==> src/rtl/fluid_pkg.sv <==
// Shared types and constants for the fluid dispenser controller.
package fluid_pkg;

    localparam logic [1:0] ST_OK        = 2'd0;
    localparam logic [1:0] ST_RESTOCK   = 2'd1;
    localparam logic [1:0] ST_BAD_FLUID = 2'd2;
    localparam logic [1:0] ST_ZERO_VOL  = 2'd3;

    localparam int DISC_STEP_DEF = 5;
    localparam int DISC_MAX_DEF  = 25;

    typedef enum logic [1:0] {S_IDLE, S_CHECK, S_PRICE, S_DONE} state_t;

    // Unit price in Rs per litre; unknown fluids price at zero.
    function automatic int unsigned unit_price(input int unsigned fid);
        case (fid)
            0:       return 10;
            1:       return 20;
            2:       return 50;
            default: return 0;
        endcase
    endfunction

endpackage

==> src/rtl/fluid_price_calc.sv <==
// Combinational discount and price arithmetic; all outputs zero unless ok.
module fluid_price_calc
    import fluid_pkg::*;
#(
    parameter int FLUID_W   = 2,
    parameter int VOL_W     = 8,
    parameter int VISIT_W   = 8,
    parameter int PRICE_W   = 16,
    parameter int DISC_STEP = DISC_STEP_DEF,
    parameter int DISC_MAX  = DISC_MAX_DEF
) (
    input  logic [FLUID_W-1:0] fluid,
    input  logic [VOL_W-1:0]   vol,
    input  logic [VISIT_W-1:0] prior_visits,
    input  logic               ok,
    output logic [7:0]         disc,
    output logic [PRICE_W-1:0] orig,
    output logic [PRICE_W-1:0] final_price
);

    logic [31:0]        disc_raw;
    logic [7:0]         disc_c;
    logic [PRICE_W-1:0] orig_c;
    logic [PRICE_W+7:0] prod;

    always_comb begin
        disc_raw    = 32'(prior_visits) * 32'(DISC_STEP);
        disc_c      = (disc_raw > 32'(DISC_MAX)) ? 8'(DISC_MAX) : disc_raw[7:0];
        orig_c      = PRICE_W'(vol) * PRICE_W'(unit_price(int'(fluid)));
        // Widened so orig * disc cannot overflow before the divide by 100.
        prod        = (PRICE_W+8)'(orig_c) * (PRICE_W+8)'(disc_c);
        disc        = ok ? disc_c : '0;
        orig        = ok ? orig_c : '0;
        final_price = ok ? orig_c - PRICE_W'(prod / (PRICE_W+8)'(100)) : '0;
    end

endmodule

==> src/rtl/fluid_dispense_ctrl.sv <==
// Dispenser controller: visit table, per-fluid stock with restock, request FSM, registered pricing response.
module fluid_dispense_ctrl
    import fluid_pkg::*;
#(
    parameter int USER_W     = 4,
    parameter int NUM_FLUIDS = 3,
    parameter int FLUID_W    = 2,
    parameter int VOL_W      = 8,
    parameter int STOCK_W    = 8,
    parameter int STOCK_INIT = 50,
    parameter int LOW_THRESH = 10,
    parameter int VISIT_W    = 8,
    parameter int PRICE_W    = 16,
    parameter int DISC_STEP  = DISC_STEP_DEF,
    parameter int DISC_MAX   = DISC_MAX_DEF
) (
    input  logic                  clk,
    input  logic                  reset,
    input  logic                  req_valid,
    output logic                  req_ready,
    input  logic [USER_W-1:0]     req_user,
    input  logic [FLUID_W-1:0]    req_fluid,
    input  logic [VOL_W-1:0]      req_vol,
    input  logic                  restock_valid,
    input  logic [FLUID_W-1:0]    restock_fluid,
    input  logic [STOCK_W-1:0]    restock_qty,
    output logic                  resp_valid,
    output logic [USER_W-1:0]     resp_user,
    output logic [VISIT_W-1:0]    resp_visits,
    output logic [1:0]            resp_status,
    output logic [7:0]            resp_disc,
    output logic [PRICE_W-1:0]    resp_orig,
    output logic [PRICE_W-1:0]    resp_final,
    output logic [STOCK_W-1:0]    resp_remaining,
    output logic [NUM_FLUIDS-1:0] low_stock
);

    localparam int NUM_USERS = 2**USER_W;

    state_t                             state, state_nxt;
    logic [USER_W-1:0]                  lat_user;
    logic [FLUID_W-1:0]                 lat_fluid;
    logic [VOL_W-1:0]                   lat_vol;
    logic [1:0]                         chk_status;
    logic [VISIT_W-1:0]                 chk_visits, visits_inc;
    logic [NUM_USERS-1:0][VISIT_W-1:0]  visits;
    logic [NUM_FLUIDS-1:0][STOCK_W-1:0] stock, stock_nxt;
    logic                               fluid_ok, commit;
    logic [7:0]                         disc;
    logic [PRICE_W-1:0]                 orig, final_price;

    assign fluid_ok   = int'(lat_fluid) < NUM_FLUIDS;
    assign commit     = (state == S_PRICE) && (chk_status == ST_OK);
    assign visits_inc = (&chk_visits) ? chk_visits : chk_visits + VISIT_W'(1);

    always_ff @(posedge clk) begin
        if (reset) state <= S_IDLE;
        else       state <= state_nxt;
    end

    always_comb begin
        state_nxt  = state;
        req_ready  = 1'b0;
        resp_valid = 1'b0;
        case (state)
            S_IDLE: begin
                req_ready = 1'b1;
                if (req_valid) state_nxt = S_CHECK;
            end
            S_CHECK: state_nxt = S_PRICE;
            S_PRICE: state_nxt = S_DONE;
            S_DONE: begin
                resp_valid = 1'b1;
                state_nxt  = S_IDLE;
            end
            default: state_nxt = S_IDLE;
        endcase
    end

    always_ff @(posedge clk) begin
        if (reset) begin
            lat_user   <= '0;
            lat_fluid  <= '0;
            lat_vol    <= '0;
            chk_status <= ST_OK;
            chk_visits <= '0;
        end else begin
            if (state == S_IDLE && req_valid) begin
                lat_user  <= req_user;
                lat_fluid <= req_fluid;
                lat_vol   <= req_vol;
            end
            if (state == S_CHECK) begin
                chk_visits <= visits[lat_user];
                if (!fluid_ok)                                     chk_status <= ST_BAD_FLUID;
                else if (lat_vol == '0)                            chk_status <= ST_ZERO_VOL;
                else if (int'(lat_vol) > int'(stock[lat_fluid]))   chk_status <= ST_RESTOCK;
                else                                               chk_status <= ST_OK;
            end
        end
    end

    // Restock and deduction merge into one update so a same-cycle pair loses neither.
    always_comb begin : stock_next_c
        logic [STOCK_W+1:0] sum;
        sum       = '0;
        stock_nxt = stock;
        for (int f = 0; f < NUM_FLUIDS; f++) begin
            sum = (STOCK_W+2)'(stock[f]);
            if (restock_valid && int'(restock_fluid) == f) sum = sum + (STOCK_W+2)'(restock_qty);
            if (commit && int'(lat_fluid) == f)            sum = sum - (STOCK_W+2)'(lat_vol);
            stock_nxt[f] = (sum[STOCK_W+1:STOCK_W] != 2'b00) ? '1 : sum[STOCK_W-1:0];
        end
    end

    always_ff @(posedge clk) begin
        if (reset) begin
            for (int f = 0; f < NUM_FLUIDS; f++) stock[f] <= STOCK_W'(STOCK_INIT);
            low_stock <= '0;
        end else begin
            stock <= stock_nxt;
            for (int f = 0; f < NUM_FLUIDS; f++) low_stock[f] <= int'(stock[f]) < LOW_THRESH;
        end
    end

    always_ff @(posedge clk) begin
        if (reset)       visits           <= '0;
        else if (commit) visits[lat_user] <= visits_inc;
    end

    fluid_price_calc #(
        .FLUID_W   (FLUID_W),
        .VOL_W     (VOL_W),
        .VISIT_W   (VISIT_W),
        .PRICE_W   (PRICE_W),
        .DISC_STEP (DISC_STEP),
        .DISC_MAX  (DISC_MAX)
    ) u_price (
        .fluid        (lat_fluid),
        .vol          (lat_vol),
        .prior_visits (chk_visits),
        .ok           (chk_status == ST_OK),
        .disc         (disc),
        .orig         (orig),
        .final_price  (final_price)
    );

    always_ff @(posedge clk) begin
        if (reset) begin
            resp_user      <= '0;
            resp_visits    <= '0;
            resp_status    <= '0;
            resp_disc      <= '0;
            resp_orig      <= '0;
            resp_final     <= '0;
            resp_remaining <= '0;
        end else if (state == S_PRICE) begin
            resp_user      <= lat_user;
            resp_status    <= chk_status;
            resp_disc      <= disc;
            resp_orig      <= orig;
            resp_final     <= final_price;
            resp_visits    <= commit ? visits_inc : chk_visits;
            resp_remaining <= !fluid_ok ? '0 : (commit ? stock_nxt[lat_fluid] : stock[lat_fluid]);
        end
    end

endmodule

==> config.mk <==
export PLATFORM = sky130hd
export DESIGN_NAME = fluid_dispense_ctrl
export DESIGN_NICKNAME = d
export VERILOG_FILES = /design/src/rtl/fluid_pkg.sv /design/src/rtl/fluid_price_calc.sv /design/src/rtl/fluid_dispense_ctrl.sv
export SDC_FILE = /design/constraint.sdc
export NUM_CORES = 1
export LEC_CHECK = 0
export CORE_ASPECT_RATIO = 0.7
export CORE_MARGIN = 1
export CORE_UTILIZATION = 40
export CTS_BUF_LIST = sky130_fd_sc_hd__clkbuf_2 sky130_fd_sc_hd__clkbuf_4 sky130_fd_sc_hd__clkbuf_8
export DETAILED_ROUTE_END_ITERATION = 8
export PLACE_DENSITY = 0.6
export SETUP_SLACK_MARGIN = 0.1
export SLEW_MARGIN = 25
export SYNTH_ARGS = -nofsm -noshare
export SYNTH_HDL_FRONTEND = slang
export SYNTH_HIERARCHICAL = 1
export SYNTH_SLANG_ARGS = --single-unit
==> constraint.sdc <==
create_clock -name clk -period 55.5 [get_ports clk]
set_input_delay 5.55 -clock clk [delete_from_list [all_inputs] [get_ports clk]]
set_output_delay 5.55 -clock clk [all_outputs]
set_load 0.03 [all_outputs]
# == Yosys cells after proc, flatten, opt, wreduce, memory -nomap -nowiden ==
# Cells that the tools add are included.
# Widths: inputs -> output; s select.
# classes
n_addsub,8
n_mul,3
n_div,1
magnitude_cmp,9
n_eq_ne,10
mux,34
reduce_logical,19
# op_table
operator,count
$bwmux 128,1
$mux 8,13
$bmux 8 s2,2
$bmux 8 s4,1
$demux 8 s4,1
$mux 16,2
$mux 10,3
$sub 10x8->10,3
$add 8x8->9,3
$mux 9,3
$div 24x7->24 const B,1
$lt 8x4->1 const B,3
$mul 16x8->24,1
$pmux 6 s3,1
$sub 16x16->16,1
$eq 2x2->1 const B,7
$mul 8x6->14,1
$gt 11x5->1 const B,1
$mul 8x3->11 const B,1
$logic_not 2->1,5
$logic_and 1x1->1,9
$add 8x1->8 const B,1
$gt 8x8->1,1
$logic_not 8->1,1
other kinds (11),18
# word_totals
register_bits,243
input_bits,28
out_inout_bits,67
word_cells,117

# == Longest topological paths before layout ==
# Gate-level depths: netlist of the first run.
# logic_depth
word_depth,11
depth_mapped,100
mapped_depth_nobuf,91

# == Hierarchy ==
# The synthesis of the first run kept the hierarchy.
# modules_own_cells
mod,n_inst,cells_per_inst,area_per_inst_um2,seq_area_each_um2
fluid_dispense_ctrl,1,1377,12717.2,4864.7
fluid_price_calc,1,1368,10371.2,0.0

# == Worst setup path before layout of the first run ==
# OpenSTA, ideal clock, no wires.
# synth_path
kind,register to register
start,register lat_fluid[0]
end,register resp_final[14]
setup_ps,128
t_arrival_ps,18923
required_ps,55372
setup_slack_ps,36449
path_stages_with_launch,91
n_path_buf,4
period_less_slack_ps,19051
cell_sequence,dfxtp_1 inv_1 ha_1 nand2_1 fa_1 fa_1 fa_1 inv_1 fa_1 a21oi_1 nor2_1 nor2_1 o21bai_1 a21oi_1 o21bai_1 a21oi_1 inv_1 a21oi_1 [... 55 more ...] fa_1 nor2b_1 o21ai_0 nand2b_1 a21o_1 a21o_1 a21o_1 a21o_1 a21o_1 a21o_1 a21o_1 a21o_1 a21o_1 a21oi_1 xor2_1 nor2_1 mux2i_1 nor2_1
# synth_via
elab_chain_cells,7
elab_cells_between_ends,9
classes_between,1 x add/sub; 2 x mul; 1 x div; 2 x eq/ne; 2 x mux; 1 x reduce/logical
# synth_lines
item,line,rtl
start: declaration,fluid_dispense_ctrl.sv:42,logic [FLUID_W-1:0] lat_fluid;
start signal: assignment,fluid_dispense_ctrl.sv:90,lat_fluid <= req_fluid;
"$eq 2x2->1, or another cell as far along",fluid_pkg.sv:16,case (fid)
$pmux 6 s3 (*),fluid_pkg.sv:16,
$mul 8x6->14 (*),fluid_price_calc.sv:29,orig_c = PRICE_W'(vol) * PRICE_W'(unit_price(int'(fluid)));
$mul 16x8->24,fluid_price_calc.sv:31,prod = (PRICE_W+8)'(orig_c) * (PRICE_W+8)'(disc_c);
$div 24x7->24,fluid_price_calc.sv:34,final_price = ok ? orig_c - PRICE_W'(prod / (PRICE_W+8)'(100)) : '0;
$sub 16x16->16 (*),fluid_price_calc.sv:34,
$mux 16 (*),fluid_price_calc.sv:34,
named net final_price[14],fluid_dispense_ctrl.sv:50,"logic [PRICE_W-1:0] orig, final_price;"
end signal: assignment,fluid_dispense_ctrl.sv:162,resp_final <= final_price;
end: declaration,fluid_dispense_ctrl.sv:33,"output logic [PRICE_W-1:0] resp_final,"
# The timed path passes the listed nets; every way through them passes the cells marked *.
# A chain may end at the register's enable or synchronous reset.

# == Worst setup path after layout of the first run ==
# layout_path
start,register lat_fluid[1]
end,register resp_final[14]
# Same word-level chain as after synthesis.

==> results by group, run 1 <==
Synth
  – Cell area after technology mapping: ~23000 sq um
  – Largest cells by area after synthesis: sky130_fd_sc_hd__dfxtp_1 (21%), sky130_fd_sc_hd__ha_1 (8.9%), sky130_fd_sc_hd__fa_1 (8.6%)
  – Avg Synthesized Cell Area: approximately 8.4 sq um
  – Number of storage elements in the synthesis netlist: 243
  – Part of the Yosys area used for sequential elements: 21.1%
  – Most frequent cells after synthesis: sky130_fd_sc_hd__nor2_1 (411), sky130_fd_sc_hd__dfxtp_1 (243), sky130_fd_sc_hd__nand2_1 (207)
  – Number of distinct library cells after synthesis: ~130
  – Synthesized netlist cell count: 2745
  – Number of enable-type register cells in the synthesized netlist: 0
  – Most common cell in the synthesized netlist: sky130_fd_sc_hd__nor2_1
  – Library cell with the largest summed area after synthesis: sky130_fd_sc_hd__dfxtp_1
  – Yosys warning total: 6
  – Share of flip-flops with an asynchronous set or reset after synthesis: 0%
  – Yosys top cell area share: 21.1%
  – Commonest register cell after synthesis: sky130_fd_sc_hd__dfxtp_1

Setup path
  – Data arrival at the endpoint of the critical path: 22.89 ns
  – Kind of cell adding the most delay to the critical path: compound AO/OA/AOI/OAI gates
  – CP max-delay cell: sky130_fd_sc_hd__dfxtp_1
  – Critical Path Source Type: flip-flop
  – Largest stage delay on the critical path: 0.72 ns
  – Data required time of the worst path: between 50 and 60 ns
  – Worst Setup End Kind: flip-flop
  – Max Fanout on Critical Path: 20
  – Worst path buffer plus inverter count: 6
  – Crit path kind: reg2reg

Cells and area
  – Nets: 3111
  – Layout Utilization: 45.2%
  – Area added between synthesis and finish: 11.4%
  – Layout cells sized above 1: 10.0%
  – Fill cell instance count of the final layout: 5538
  – Final Non-Filler Cells: 3603

Clocking
  – Resized Gates After CTS: 0
  – Clock net sink count: around 240
  – Clock buffer depth: 3
  – Clock transition at the registers of the reported paths: 0.06 ns
  – Post-CTS Hold Buffers: 0
  – TritonCTS buffer count: 45
  – Number of buffers inserted to repair setup after CTS: 0
  – Later-pin clock latency in the skew report: 0.63 ns
  – TritonCTS clock tree: built
  – CTS H-tree lvls: 2
  – Cell at the root of the clock tree: sky130_fd_sc_hd__clkbuf_8

Global route
  – Initial antenna violation count: 1
  – Total GRT Usage: 22.8%
  – Wire length of the first global-routing pass: 108 mm
  – Largest net degree at the start of global routing: 144
  – Congestion Overflow GR: 0
  – Number of global-route vias before repair: 19900

STA
  – Time the final worst path needs with I/O delays and setup: 22.44 ns
  – Worst setup margin: 33.06 ns
  – Setup repair after global routing missed its margin: false
  – Final hold violation count: 0
  – Setup violation total in the final timing report: 0
  – Skew final: just over 0.05 ns
  – Timing-limited maximum frequency: 44.6 MHz
  – Worst-case headroom to the max-slew limit: between 20 and 30%
  – Final worst path period share: 40.4%
  – Final number of max-transition violations: 0
  – Total Negative Setup Slacks: 0 ns
  – Worst Max-Slew Pin Slew: 1.05 ns

Detailed routing
  – Number of iterations in the first detailed-routing pass: 5
  – Total DRC errors in the routed layout: 0
  – Met3 WL post-DR: 4.86 mm
  – Via-to-Cell Ratio: 5.73
  – Wire length on met1: 32.6 mm
  – Aggregate routed wire length: about 67 mm
  – Antenna Violating Nets Remaining: 0
  – Highest metal layer used by the detailed router: met4
  – Overall via count from detail_route: 20700
  – Sum of met2 wire segment lengths after detailed routing: 28.3 mm
  – Post-detailed-route wirelength per cell: 18.7 um
  – Number of violations reported at the end of detailed-routing iteration 0: 1704

Die
  – Total Die Area: 58700 sq um
  – Die Wd: a little under 300 um
  – Number of cell rows: 73
  – Chip height: 203 um
  – Placeable core region: 56900 sq um
  – Number of ports placed on the die boundary: 95
  – Starting utilization of the core area: 40.6%

Job
  – Max-cap viol count: 0

Place
  – Placed Cells: 3523
  – Placer's final routability congestion estimate: 0.907
  – Worst Setup Slack post-DPL: 33.42 ns
  – Hpwl dp: slightly above 50 mm
  – Port-buffer cells: 94

Hold path
  – Path category of the worst min-delay check: reg2reg

Outcome
  – Result of the run: completed
[metrics by stage]
stage,hold WS (ns),area (sq um)
3_5_place_dp,0.452,24700
6_report,0.463,25700
5_1_grt,0.476,25700
2_1_floorplan,0.433,23300
4_1_cts,0.463,25700
3_3_place_gp,0.442,24700
[cell families (layout without fill, tap and decap cells)]
family	count (synthesis)	count (layout)	share of synthesized area [%]
other cells	2	49	0.0325
simple gates	940	940	19.1
compound gates	685	685	21.6
fa+ha+maj	266	266	17.6
xor+xnor	86	86	3.29
buf+inv	306	367	5.44
mux	217	217	11.8
flops	243	243	21.1
[final cells by class]
| cell class | count | area, sq um | area share [%] |
|---|---|---|---|
| multi-input combinational | 2242 | 17200 | 66.9 |
| sequential | 243 | 4870 | 18.9 |
| timing repair buffer | 116 | 1110 | 4.32 |
| tap | 750 | 938 | 3.65 |
| clock buffer | 64 | 831 | 3.23 |
| inverter | 172 | 646 | 2.51 |
| clock inverter | 15 | 109 | 0.423 |
| antenna | 1 | 2.50 | 0.00973 |
[per-layer routing]
| layer | global-route usage [%] | vias to the layer above |
|---|---|---|
| met5 | 0 | - |
| met4 | 5.81 | 0 |
| met3 | 4.19 | 100 |
| met2 | 33.6 | 732 |
| met1 | 33.8 | 9880 |
| li1 | - | 9942 |
[state kept, by name (all words and copies together), names as in the netlist, 4 cells and up]
name	cells
visits	128
resp_disc	8
lat_user	4
resp_final	16
resp_remaining	8
resp_visits	8
lat_vol	8
resp_user	4
chk_visits	8
resp_orig	16
stock	24
[placed cells by master (no fill, tap or decap), types with 13 or more instances in the layout]
cell and count:
sky130_fd_sc_hd__o21bai_1 13, sky130_fd_sc_hd__mux2_2 13, sky130_fd_sc_hd__o21ai_0 85, sky130_fd_sc_hd__nor2b_1 22, sky130_fd_sc_hd__o22ai_1 14, sky130_fd_sc_hd__xnor2_1 57, sky130_fd_sc_hd__inv_1 169, sky130_fd_sc_hd__ha_1 163
sky130_fd_sc_hd__conb_1 48, sky130_fd_sc_hd__dfxtp_1 242, sky130_fd_sc_hd__nor3_1 39, sky130_fd_sc_hd__or3_1 19, sky130_fd_sc_hd__mux4_2 40, sky130_fd_sc_hd__nand2_1 207, sky130_fd_sc_hd__clkdlybuf4s50_1 93, sky130_fd_sc_hd__a31oi_1 23
sky130_fd_sc_hd__o211ai_1 25, sky130_fd_sc_hd__nand2b_1 29, sky130_fd_sc_hd__a21oi_1 138, sky130_fd_sc_hd__and3_1 19, sky130_fd_sc_hd__a211oi_1 88, sky130_fd_sc_hd__nand3_1 36, sky130_fd_sc_hd__mux2i_1 157, sky130_fd_sc_hd__and2_1 53
sky130_fd_sc_hd__o21ai_1 19, sky130_fd_sc_hd__clkbuf_8 57, sky130_fd_sc_hd__xor2_1 27, sky130_fd_sc_hd__buf_4 22, sky130_fd_sc_hd__nor2_2 19, sky130_fd_sc_hd__a211o_1 17, sky130_fd_sc_hd__nor2_1 399, sky130_fd_sc_hd__a21o_1 51
sky130_fd_sc_hd__nand4_1 16, sky130_fd_sc_hd__o21a_1 31, sky130_fd_sc_hd__fa_1 99
[worst register-to-register path: cells and delay by family, from the launching register on]
family                     cells  cell delay [ns]
AOI/OAI and AO/OA             44            10.72
buffers and inverters          6             0.55
xor gates and xnor gates       1             0.16
muxes                          2             0.51
and+or+nand+nor               22             4.33
adders and majority gates     12             5.20
DFF                            1             0.72
[final timing paths]
kind	from	end	slack [ns]	depth (start not counted)
min reg2reg	visits[2]	visits[2]	0.46	2
max reg2reg	lat_fluid[1]	resp_final[14]	33.06	87
min	visits[2]	visits[2]	0.46	2
max	lat_fluid[1]	resp_final[14]	33.06	87
Power of run 1 is left out: the tool's default activity adds up to more than one toggle a clock period on the data nets, which glitch-free logic cannot reach.
==> run 2: changes to the inputs <==
- clock period: 55.5 -> 21.8 ns (I/O delays scaled with it)
==> run 2 against run 1 <==
  * Via count is 0.28% higher
  * Final cell count is 0.86% higher
  * Setup slack worse by 32 ns
  * Hold slack worse by 0.0050 ns
  * Global-route usage is 0.11 points lower
  * Critical path depth is 2 lower
  * Final area is 2.8% higher
  * Flip-flop and latch count stayed put
  * Core utilization is 1.3 points higher
  * Die area stayed put
  * Non-clock buffer count is 32 higher
  * Largest cell class unchanged
  * Highest routed layer unchanged
==> results by group, run 2 (synthesis gave the netlist of run 1 again) <==
Setup path
  – Crit path kind: reg2reg
  – Max Fanout on Critical Path: 18 (-10%)
  – CP max-delay cell: sky130_fd_sc_hd__or4_1
  – Largest stage delay on the critical path: 0.55 ns (-0.17 ns)
  – Cell repeated most along the worst path: sky130_fd_sc_hd__a21o_1
  – Worst Setup End Kind: flip-flop
  – Data required time of the worst path: 22.27 ns (-33.68 ns)
  – Critical Path Source Type: flip-flop
  – Data arrival at the endpoint of the critical path: 21.27 ns (-1.62 ns)
  – Count of cells along the worst register-to-register path: 85 (-2.3%)

Cells and area
  – Largest registers: visits (128), stock (24)
  – Area added between synthesis and finish: 14.5%
  – Antenna diodes: 0 (-1)
  – Commonest cells after routing, fill and taps aside: sky130_fd_sc_hd__nor2_1 (399), sky130_fd_sc_hd__dfxtp_1 (242), sky130_fd_sc_hd__nand2_1 (207)
  – Nets: 3144 (+1.1%)
  – Layout cells sized above 1: 12.7% (+2.7 points)
  – Fill cell instance count of the final layout: 5462 (-1.4%)
  – Reg with most FFs: visits
  – Max reg flops: 128 (unchanged)
  – Most common library cell in the layout ignoring fill and taps: sky130_fd_sc_hd__nor2_1

STA
  – Time the final worst path needs with I/O delays and setup: 20.80 ns (-1.64 ns)
  – Setup repair after global routing missed its margin: false
  – Worst-case headroom to the max-slew limit: 30.1% (+0.60 points)
  – Skew final: 0.0191 ns (-0.0316 ns)
  – Total Negative Setup Slacks: 0 ns (unchanged)
  – Setup violation total in the final timing report: 0 (unchanged)
  – Timing-limited maximum frequency: 48.1 MHz (+7.9%)
  – Final number of max-transition violations: 0 (unchanged)
  – Worst Max-Slew Pin Slew: 1.05 ns (-0.00902 ns)
  – Final worst path period share: 95.4% (+55 points)
  – Final hold violation count: 0 (unchanged)

Place
  – Hpwl dp: 51.3 mm (+0.18%)
  – Placer's final routability congestion estimate: 0.922 (+1.6%)
  – Port-buffer cells: 94 (unchanged)

Die
  – Number of cell rows: 73 (unchanged)
  – Chip height: 203 um (unchanged)
  – Die Wd: 289 um (unchanged)
  – Placeable core region: 56900 sq um (unchanged)
  – Starting utilization of the core area: 40.6% (unchanged)
  – Total Die Area: 58700 sq um (unchanged)
  – Number of ports placed on the die boundary: 95 (unchanged)

Detailed routing
  – Number of iterations in the first detailed-routing pass: 6 (+1)
  – Antenna Violating Nets Remaining: 0 (unchanged)
  – Post-detailed-route wirelength per cell: 18.6 um (-0.20%)
  – Total DRC errors in the routed layout: 0 (unchanged)
  – Via-to-Cell Ratio: 5.70 (-0.58%)
  – Aggregate routed wire length: 67.7 mm (+0.66%)
  – Overall via count from detail_route: 20700 (+0.28%)
  – Number of violations reported at the end of detailed-routing iteration 0: 1874 (+10%)

Clocking
  – CTS H-tree lvls: 2 (unchanged)
  – Clock buffer depth: 3 (unchanged)
  – Cell at the root of the clock tree: sky130_fd_sc_hd__clkbuf_8
  – Clock transition at the registers of the reported paths: 0.06 ns (about the same)
  – Post-CTS Hold Buffers: 0 (unchanged)
  – TritonCTS buffer count: 45 (unchanged)
  – Later-pin clock latency in the skew report: 0.62 ns (about the same)
  – TritonCTS clock tree: built
  – Clock net sink count: 243 (unchanged)

Hold path
  – Cell count of the worst hold path: 2 (unchanged)
  – Path category of the worst min-delay check: reg2reg

Global route
  – Total GRT Usage: 22.7% (-0.11 points)
  – Wire length of the first global-routing pass: 108 mm (-0.37%)
  – Largest net degree at the start of global routing: 137 (-4.9%)
  – Initial antenna violation count: 0 (-1)
  – Congestion Overflow GR: 0 (unchanged)
  – Number of global-route vias before repair: 19800 (-0.66%)

Outcome
  – Result of the run: completed

Job
  – Max-cap viol count: 0 (unchanged)
run 2: changes by cell type in the layout (fill, tap and decap cells not counted), sizes merged:
cell and change:
buf +32, bufinv +4, clkbuf +3, clkinv -7, clkinvlp -1, diode -1, o21ai +1
run 2: per-layer routing:
| layer | wire length, um | share of wire [%] | global-route usage, % | vias to the layer above |
|---|---|---|---|---|
| met5 | 0 | 0 | 0 | - |
| met4 | 993 | 1.5 | 4.70 | 0 |
| met3 | 4290 | 6.3 | 3.29 | 66 |
| met2 | 29100 | 43 | 34.4 | 657 |
| met1 | 33300 | 49 | 33.8 | 9977 |
| li1 | - | - | - | 10000 |
run 2: layout make-up:
class	instances	area [sq um]	area share [%]
multi-input cells	2243	17600	66.4
clock buffers	67	872	3.30
inverters	172	646	2.44
repair buffers	148	1370	5.17
well taps	750	938	3.55
flip-flops and latches	243	4870	18.4
clock inverters	11	190	0.719
run 2: final timing paths:
path | start | end | slack [ns]
min reg2reg | visits[7] | visits[7] | 0.46
max reg2reg | lat_fluid[1] | resp_final[14] | 1.0
max | lat_fluid[1] | resp_final[14] | 1.0
min | visits[7] | visits[7] | 0.46
run 2: through the flow:
stage | setup slack [ns] | utilization (%) | area (sq um) | hold WS (ns) | cells
after floorplan | 2.75 | - | 23300 | 0.433 | 2791
after global placement | 0.451 | 43.5 | 24800 | 0.442 | 3527
after detailed placement | 0.0576 | 43.5 | 24800 | 0.451 | 3527
after CTS | 0.227 | 45.5 | 25900 | 0.460 | 3607
after global routing | 0.0649 | 46.5 | 26400 | 0.477 | 3634
final | 0.998 | 46.5 | 26400 | 0.458 | 3634
run 2: what timing repair did:
action,in CTS,in global routing
pin swaps,0,13
buffers inserted,2,26
gates cloned,0,1
endpoints found under the setup margin,1,10
resized for setup,3,70
run 2: worst max-delay path, delay by kind of cell (launching register included):
family                     cells  cell delay (ns)
and+or+nand+nor               17             3.44
muxes                          3             0.94
buffers and inverters          8             0.82
DFF                            1             0.30
xor gates and xnor gates       2             0.33
AOI/OAI and AO/OA             43             9.54
adders and majority gates     12             5.19
Power of run 2 is left out for the same reason.
